$ cat config.mk
export PLATFORM = sky130hd
export DESIGN_NAME = demux_stream_1xn
export DESIGN_NICKNAME = d
export VERILOG_FILES = /design/src/rtl/demux_stream_1xn.sv
export SDC_FILE = /design/constraint.sdc
export NUM_CORES = 1
export LEC_CHECK = 0
export CELL_PAD_IN_SITES_DETAIL_PLACEMENT = 1
export CELL_PAD_IN_SITES_GLOBAL_PLACEMENT = 1
export CORE_MARGIN = 4
export CORE_UTILIZATION = 31
export DETAILED_ROUTE_END_ITERATION = 16
export GPL_TIMING_DRIVEN = 0
export PLACE_DENSITY = 0.81
export SKIP_CTS_REPAIR_TIMING = 1
export SLEW_MARGIN = 10
export SYNTH_ARGS = -nofsm -noshare
export SYNTH_HDL_FRONTEND = slang
export SYNTH_SLANG_ARGS = --single-unit
export TNS_END_PERCENT = 30
$ cat constraint.sdc
create_clock -name clk -period 2.1 [get_ports clk]
set_clock_uncertainty 0.2 [all_clocks]
set_input_delay 0.315 -clock clk [delete_from_list [all_inputs] [get_ports clk]]
set_output_delay 0.315 -clock clk [all_outputs]
set_load 0.05 [all_outputs]
$ cat src/rtl/demux_stream_1xn.sv
// demux_stream_1xn
//   Registered 1-to-N stream demultiplexer. Each accepted input beat is
//   steered to one output channel, chosen either by in_sel (addressed mode)
//   or by an internal round-robin pointer. Every channel owns a one-entry
//   output register, so a slow consumer only stalls the input while its
//   channel is the current target.
//
// Ports
//   clk        rising-edge clock
//   rst        synchronous active-high reset
//   in_valid   producer has a beat
//   in_ready   block accepts the beat this cycle
//   in_data    beat payload (W bits)
//   in_sel     target channel in addressed mode (SEL_W bits)
//   mode       0 = addressed, 1 = round-robin (sampled per beat)
//   out_valid  per-channel valid (N bits)
//   out_ready  per-channel consumer ready (N bits)
//   out_data   channel k occupies bits [k*W +: W]
//   err        one-cycle pulse after an out-of-range in_sel beat is dropped
//   rr_ptr     current round-robin pointer (debug/verification)

module demux_stream_1xn #(
  parameter  int N     = 4,
  parameter  int W     = 8,
  localparam int SEL_W = $clog2(N)
) (
  input  logic               clk,
  input  logic               rst,
  input  logic               in_valid,
  output logic               in_ready,
  input  logic [W-1:0]       in_data,
  input  logic [SEL_W-1:0]   in_sel,
  input  logic               mode,
  output logic [N-1:0]       out_valid,
  input  logic [N-1:0]       out_ready,
  output logic [N*W-1:0]     out_data,
  output logic               err,
  output logic [SEL_W-1:0]   rr_ptr
);

  // One extra bit so the range compare is meaningful when N is a power of 2.
  localparam logic [SEL_W:0]   N_EXT = (SEL_W + 1)'(N);
  localparam logic [SEL_W-1:0] LAST  = SEL_W'(N - 1);

  logic [SEL_W-1:0] target;
  logic             sel_oor;
  logic             target_full;
  logic             target_drain;
  logic             accept;
  logic [N-1:0]     load;

  // Target selection and the ready equation. in_ready depends only on the
  // channel state, out_ready, mode, in_sel and rr_ptr, never on in_valid or
  // in_data. An out-of-range select is always accepted so it can be dropped.
  always_comb begin
    target       = mode ? rr_ptr : in_sel;
    sel_oor      = !mode && ({1'b0, in_sel} >= N_EXT);
    target_full  = 1'b0;
    target_drain = 1'b0;
    load         = '0;
    for (int k = 0; k < N; k++) begin
      if (target == SEL_W'(k)) begin
        target_full  = out_valid[k];
        target_drain = out_ready[k];
      end
    end
    in_ready = sel_oor | !target_full | target_drain;
    accept   = in_valid & in_ready;
    for (int k = 0; k < N; k++) begin
      load[k] = accept & !sel_oor & (target == SEL_W'(k));
    end
  end

  // Channel registers, round-robin pointer and drop flag. A load takes
  // priority over a drain on the same channel, so a draining full channel
  // refills with no bubble. Empty channels keep their last data.
  always_ff @(posedge clk) begin
    if (rst) begin
      out_valid <= '0;
      out_data  <= '0;
      rr_ptr    <= '0;
      err       <= 1'b0;
    end else begin
      err <= accept & sel_oor;
      for (int k = 0; k < N; k++) begin
        if (load[k]) begin
          out_data[k*W +: W] <= in_data;
          out_valid[k]       <= 1'b1;
        end else if (out_ready[k]) begin
          out_valid[k] <= 1'b0;
        end
      end
      if (accept && mode) begin
        rr_ptr <= (rr_ptr == LAST) ? '0 : rr_ptr + 1'b1;
      end
    end
  end

endmodule

==> metrics.cfg, run 1 <==
[setup_path]
crit_fanout = 6
path_class = reg -> out
rrSetupSlack_ns = 0.01
reg2reg_to = out_data[2]
crit_arrival_ns = 1.80
startpoint_type = register
r2r-start = rr_ptr[1]
reg2reg_depth = 6
worstSetupEndpointType = output port
critPathRequiredTime_ns = 1.58

[floorplanning]
die_h_um = 83.4
die_area_mm2 = 0.00695
initial_core_util_pct = 32.0
die_w_um = 83.4
io_pins = 58
core_mm2 = 0.00551
core.rowCount = 27

[detailed_routing]
vias = 1453
antenna_left = 0
dr.pass1.iters = 4
routed_wl_mm = 4.64
drc_errors = 0
post_drt_wl_per_cell_um = 15.0
via_per_inst = 4.70
drt_iter0_markers = 57

[cells_and_area]
antenna_cells = 0
area_delta_synth_final_pct = 48.4
drive_above_1_share_pct = 14.8
final_nets = 255
nFillCells = 615

[global_routing]
grt_usage_pct = 13.8
grt_pass1_vias = 1592
grt_pass1_wl_mm = 7.76
gr-total-overflow = 0
antenna_found_initial = 0
grt_max_degree = 13

[synth]
synth_top_family_by_area = simple AND/OR/NAND/NOR gates
ys_seq_area_share_pct = 43.2
synthSimpleGateAreaFrac_pct = 22.7
synth_xor_area_share_pct = 0
synthAdderAreaFrac_pct = 0.710
synth_warnings = 0
synth_compound_area_share_pct = 7.67
ys_types = 37
ys_ff_latch = 38
synthCells = 171
synth.net_count = 190
synth_area_mm2 = 0.00176
avgSynthCellArea_um2 = 10.3
synthMuxAreaShare_pct = 21.1

[worst_hold_path]
holdCritStartpoint = out_data[1]
hold_class = reg -> reg
worstHoldEndpoint = out_data[1]
hold_depth = 2

[placement]
gp_congestion = 0.767
dp_slack_ns = -1.19
io_buffers = 55
hpwl_mm = 3.51

[sta]
hold_viol = 0
max-slew-margin-rel_pct = 64.6
grt_setup_unrepaired = true
fmaxAchievable_ghz = 0.433
worst_pin_slew_ns = 0.530
setup_viol = 1
slew_viol_final = 0
min_period_ns = 2.31
period_share_pct = 110
worst_slack_ns = -0.211

[clocking]
clockBufferDepth = 2
clk_pin_slew_ns = 0.08
htree_levels = 2
cts_buffers = 5
insertion_delay_ns = 0.29
cts_tree = done
cts.sinks = 38
clockRootBuffer = clkbuf_8

[flow_run]
maxCapViolCount = 0

[power_and_ir_drop]
peakVddDrop_mv = 0.330
leakagePower_nw = 1.06
p_total_mw = 1.87
powerDensity_mw_per_mm2 = 714

[run_status]
violations = negative setup slack
status = finished with violations

==> state kept, by name, indices dropped and copies added, names as in the netlist <==
register,flops
out_valid,4
rr_ptr,2
out_data,32
==> layout by cell type (no fill, tap or decap), drive strengths merged, types with 3 or more instances in the layout <==
cell,instances
clkdlybuf4s50,50
buf,10
mux2,3
dfxtp,38
clkbuf,13
o21ai,4
nor2b,3
nand3,4
a21oi,3
nor2,11
nand2b,35
mux2i,33
dlymetal6s2s,4
==> Yosys cell counts (all sizes together) <==
cell type  count  share of area [%]
nand2          2               0.43
nor2          11                3.3
o21a           1               0.43
a21oi          3               0.85
a21boi         1               0.64
o21ba          2                1.1
mux2           3                2.3
o2111a         1               0.64
inv            1               0.21
o211ai         1               0.43
o21ai          4                1.1
nor3b          1               0.43
conb           1               0.21
nand3          4                1.1
ha             1               0.71
or2b           1               0.43
nor3           2               0.57
nand3b         1               0.43
dfxtp         38                 43
a31oi          1               0.36
clkbuf         5                1.1
a32o           2                1.2
o2111ai        1               0.85
nand4          1               0.71
mux2i         33                 19
nand2b        35                 12
buf            7                3.2
or3b           1               0.50
nor2b          3                1.1
and4b          1               0.57
and3           2               0.71
==> metrics by stage <==
| step | setup TNS (ns) | cell area, um2 | utilization (%) | std cells | hold WS (ns) |
|---|---|---|---|---|---|
| after global placement | -15.02 | 2420 | 43.9 | 298 | 0.258 |
| after global routing | -0.960 | 2620 | 47.5 | 309 | 0.301 |
| final | -0.211 | 2620 | 47.5 | 309 | 0.275 |
| after detailed placement | -16.25 | 2420 | 43.9 | 298 | 0.265 |
| after CTS | -6.71 | 2560 | 46.4 | 306 | 0.280 |
| after floorplan | -0.161 | 1780 | - | 171 | 0.259 |
==> power by group <==
| group | switching (mW) | total [mW] | internal (mW) | leakage [nW] |
|---|---|---|---|---|
| Sequential | 0.0202 | 0.771 | 0.750 | 0.310 |
| Combinational | 0.222 | 0.378 | 0.156 | 0.678 |
| Clock | 0.260 | 0.719 | 0.459 | 0.0696 |
| Total | 0.502 | 1.87 | 1.37 | 1.06 |
==> final cells by class <==
type / count / area [um2] / area share, %
plain buffers: 11 / 72.6 / 2.78
clock buffers: 7 / 108 / 4.11
clock inverters: 1 / 30.0 / 1.15
inverters: 1 / 3.75 / 0.144
multi-input cells: 120 / 953 / 36.5
flip-flops and latches: 38 / 766 / 29.3
well taps: 72 / 90.1 / 3.44
repair buffers: 59 / 592 / 22.6
==> worst max-delay path: stages, from the launching register on <==
cell	delay (ns)
dfxtp_4	0.38
mux2_4	0.30
a32o_2	0.25
o2111a_2	0.30
a21oi_4	0.12
buf_6	0.17
==> worst max-delay path by stage <==
stage / startpoint / endpoint / slack [ns] / cells after the start
after global placement: in_sel[1] / in_ready / -1.17 / 6
after detailed placement: in_sel[1] / in_ready / -1.19 / 6
after floorplan: rr_ptr[1] / in_ready / -0.15 / 5
final: rr_ptr[1] / in_ready / -0.21 / 5
after CTS: in_sel[1] / in_ready / -1.19 / 6
after global routing: rr_ptr[1] / in_ready / -0.28 / 5
==> routing by layer <==
metal / share of wire (%) / global-route usage (%) / up-vias
li1: - / - / 713
met1: 45 / 17.1 / 694
met2: 49 / 23.0 / 41
met3: 5.6 / 4.46 / 5
met4: 0.67 / 3.57 / 0
met5: 0 / 0 / -
==> logic make-up after synthesis <==
family | after synthesis
other | 1
multiplexers | 36
adder cells (fa/ha/maj) | 1
AND/OR/NAND/NOR | 65
AO/OA/AOI/OAI | 17
buffers and inverters | 13
flip-flops | 38
No activity file was read; power rests on OpenSTA's default activity.
==> inputs of run 2 (changes only) <==
--- a/config.mk
+++ b/config.mk
@@ -12,8 +12,6 @@
 export DETAILED_ROUTE_END_ITERATION = 16
 export GPL_TIMING_DRIVEN = 0
 export PLACE_DENSITY = 0.81
-export SKIP_CTS_REPAIR_TIMING = 1
-export SLEW_MARGIN = 10
 export SYNTH_ARGS = -nofsm -noshare
 export SYNTH_HDL_FRONTEND = slang
 export SYNTH_SLANG_ARGS = --single-unit
==> run 2 against run 1 <==
Compared with the run above:
- the run still ends with negative setup slack left
- cell count fell by 0.32%
- sequential power barely moved
- non-clock buffer count fell by 2
- clock power barely moved
- critical path type unchanged
- power barely moved
- count of clock-buffer cells in the layout did not move
- register-to-register slack improved by 0.09 ns
- sequential share of layout area rose by 0.28 points
- die area did not move
- critical path depth did not move
- hold slack improved by 0.0014 ns
==> metrics.cfg, run 2 (same netlist as run 1, synthesis figures left out) <==
[power_and_ir_drop]
p_comb_share_pct = 20.2  ; about the same
peakVddDrop_mv = 0.330  ; -0.13%
p_clk_share_pct = 38.5  ; about the same
pwr-share-seq_pct = 41.2  ; about the same
p_switching_uw = 504  ; +0.43%
powerDensity_mw_per_mm2 = 721  ; +0.98%
leakagePower_nw = 1.01  ; -4.5%
switching_share_pct = 27.0  ; +0.11 points
p_int_mw = 1.36  ; -0.14%

[global_routing]
grt_busiest_layer = met2
grt_usage_pct = 14.1  ; +0.27 points
grt_max_degree = 13  ; unchanged
met1_usage_pct = 17.2  ; +0.060 points
grt_pass1_wl_mm = 7.93  ; +2.1%
antenna_found_initial = 0  ; unchanged
grt_pass1_vias = 1602  ; +0.63%
gr-total-overflow = 0  ; unchanged
grt_use_met2_pct = 23.9  ; +0.87 points
grtUsageMet3_pct = 4.46  ; unchanged

[clocking]
cts_hold_buf = 0
clk_pin_slew_ns = 0.08  ; about the same
cts.sinks = 38  ; unchanged
insertion_delay_ns = 0.29  ; about the same
clockBufferDepth = 2  ; unchanged
cts_tree = done
clockRootBuffer = clkbuf_8
cts_buffers = 5  ; unchanged
htree_levels = 2  ; unchanged

[setup_path]
crit_path_start = rr_ptr[1]
crit_fanout = 2  ; -4
reg2reg_to = out_data[8]
worstSetupEndpointType = output port
rrSetupSlack_ns = 0.10  ; +0.09 ns
path_class = reg -> out
crit_arrival_ns = 1.75  ; -0.05 ns
startpoint_type = register
reg2reg_depth = 6  ; unchanged
r2r-start = rr_ptr[1]
cp-endpoint = in_ready
critPathRequiredTime_ns = 1.58  ; about the same

[cells_and_area]
largest_reg_flops = 32  ; unchanged
final_nets = 254  ; -0.39%
area_delta_synth_final_pct = 47.0
final_cell_mix = clkdlybuf4s50_1 (50), dfxtp_1 (36), nand2b_1 (35), mux2i_1 (33), nor2_1 (10)
antenna_cells = 0  ; unchanged
final_common_cell = clkdlybuf4s50_1
reg_top3 = out_data (32), out_valid (4), rr_ptr (2)
drive_above_1_share_pct = 14.4  ; -0.36 points
regMostFlops = out_data

[sta]
period_share_pct = 108  ; -2.4 points
min_period_ns = 2.26  ; -0.0511 ns
hold_viol = 0  ; unchanged
worst_pin_slew_ns = 0.580  ; +0.0505 ns
max-slew-margin-rel_pct = 61.1  ; -3.5 points
worst_slack_ns = -0.160  ; +0.0511 ns
slew_viol_final = 0  ; unchanged
whs_ns = 0.277  ; +0.00138 ns
fmaxAchievable_ghz = 0.442  ; +2.3%
setup_viol = 1  ; unchanged
grt_setup_unrepaired = true

[floorplanning]
io_pins = 58  ; unchanged
die_w_um = 83.4  ; unchanged
initial_core_util_pct = 32.0  ; unchanged
die_h_um = 83.4  ; unchanged
core_mm2 = 0.00551  ; unchanged
die_area_mm2 = 0.00695  ; unchanged
core.rowCount = 27  ; unchanged

[placement]
io_buffers = 55  ; unchanged
dp_slack_ns = -1.19  ; unchanged
hpwl_mm = 3.51  ; unchanged
gp_congestion = 0.767  ; unchanged

[detailed_routing]
post_drt_wl_per_cell_um = 15.3  ; +1.6%
routed_wl_mm = 4.70  ; +1.2%
antenna_left = 0  ; unchanged
drt_iter0_markers = 59  ; +3.5%
via_per_inst = 4.71  ; +0.26%
vias = 1452  ; -0.069%
dr.pass1.iters = 4  ; unchanged
drc_errors = 0  ; unchanged

[flow_run]
maxCapViolCount = 0  ; unchanged

[run_status]
violations = negative setup slack
status = finished with violations

[worst_hold_path]
hold_class = reg -> reg

-- run 2: cell count changes in the layout (fill, tap and decap cells not counted) --
cell | before | now
dlymetal6s2s_1 | 4 | 0
clkbuf_4 | 1 | 0
nor3_2 | 1 | 0
clkdlybuf4s15_2 | 0 | 1
buf_6 | 4 | 3
dlygate4sd2_1 | 0 | 3
nor3_1 | 1 | 2
nor2_4 | 0 | 1
-- run 2: area by class of cell --
type / instances / area, um2
Timing Repair Buffer: 57 / 564
Fill cell: 626 / 2920
Inverter: 1 / 3.75
Multi-Input combinational cell: 121 / 960
Clock inverter: 1 / 30.0
Sequential cell: 38 / 766
Clock buffer: 7 / 108
Buffer: 11 / 68.8
Tap cell: 72 / 90.1
-- run 2: routing by layer --
| layer | vias to the layer above | wire length [um] |
|---|---|---|
| met5 | - | 0 |
| met4 | 0 | 34 |
| met3 | 5 | 258 |
| met2 | 41 | 2310 |
| met1 | 691 | 2100 |
| li1 | 715 | - |
-- run 2: worst min-delay path by stage --
stage	slack, ns	depth (start not counted)	end	start
6_report	0.28	2	out_data[1]	out_data[1]
4_1_cts	0.28	2	out_data[1]	out_data[1]
2_1_floorplan	0.26	2	out_data[24]	in_data[0]
3_3_place_gp	0.26	2	out_data[14]	out_data[14]
5_1_grt	0.30	2	out_data[23]	out_data[23]
3_5_place_dp	0.27	2	out_data[1]	out_data[1]
-- run 2: timing repair --
action,CTS,global route
endpoints found under the setup margin,29,26
setup buffers,2,0
pin swaps,2,2
gates resized for setup,18,1
gates cloned,0,1
-- run 2: worst max-delay path, cell delays in order (launching register included) --
cell,delay (ns)
dfxtp_4,0.36
mux2_4,0.29
a32o_2,0.25
o2111a_2,0.28
a21oi_4,0.12
buf_6,0.17
-- run 2: power by group through the flow --
stage | clock network, mW | registers [mW] | logic [mW]
finish | 0.720 | 0.770 | 0.378
global route | 0.775 | 0.774 | 0.402
CTS | 0.744 | 0.770 | 0.378
detailed placement | 0 | 0.787 | 0.372
global placement | 0 | 0.786 | 0.368
floorplan | 0 | 0.888 | 0.136
-- run 2: per-stage QoR --
| step | instance area [um2] | util, % | setup TNS, ns | instances | total power, mW |
|---|---|---|---|---|---|
| floorplan | 1780 | - | -0.161 | 171 | 1.02 |
| global placement | 2420 | 43.9 | -15.02 | 298 | 1.15 |
| detailed placement | 2420 | 43.9 | -16.25 | 298 | 1.16 |
| CTS | 2570 | 46.7 | -0.196 | 307 | 1.89 |
| global route | 2590 | 47.0 | -0.229 | 308 | 1.95 |
| finish | 2590 | 47.0 | -0.160 | 308 | 1.87 |
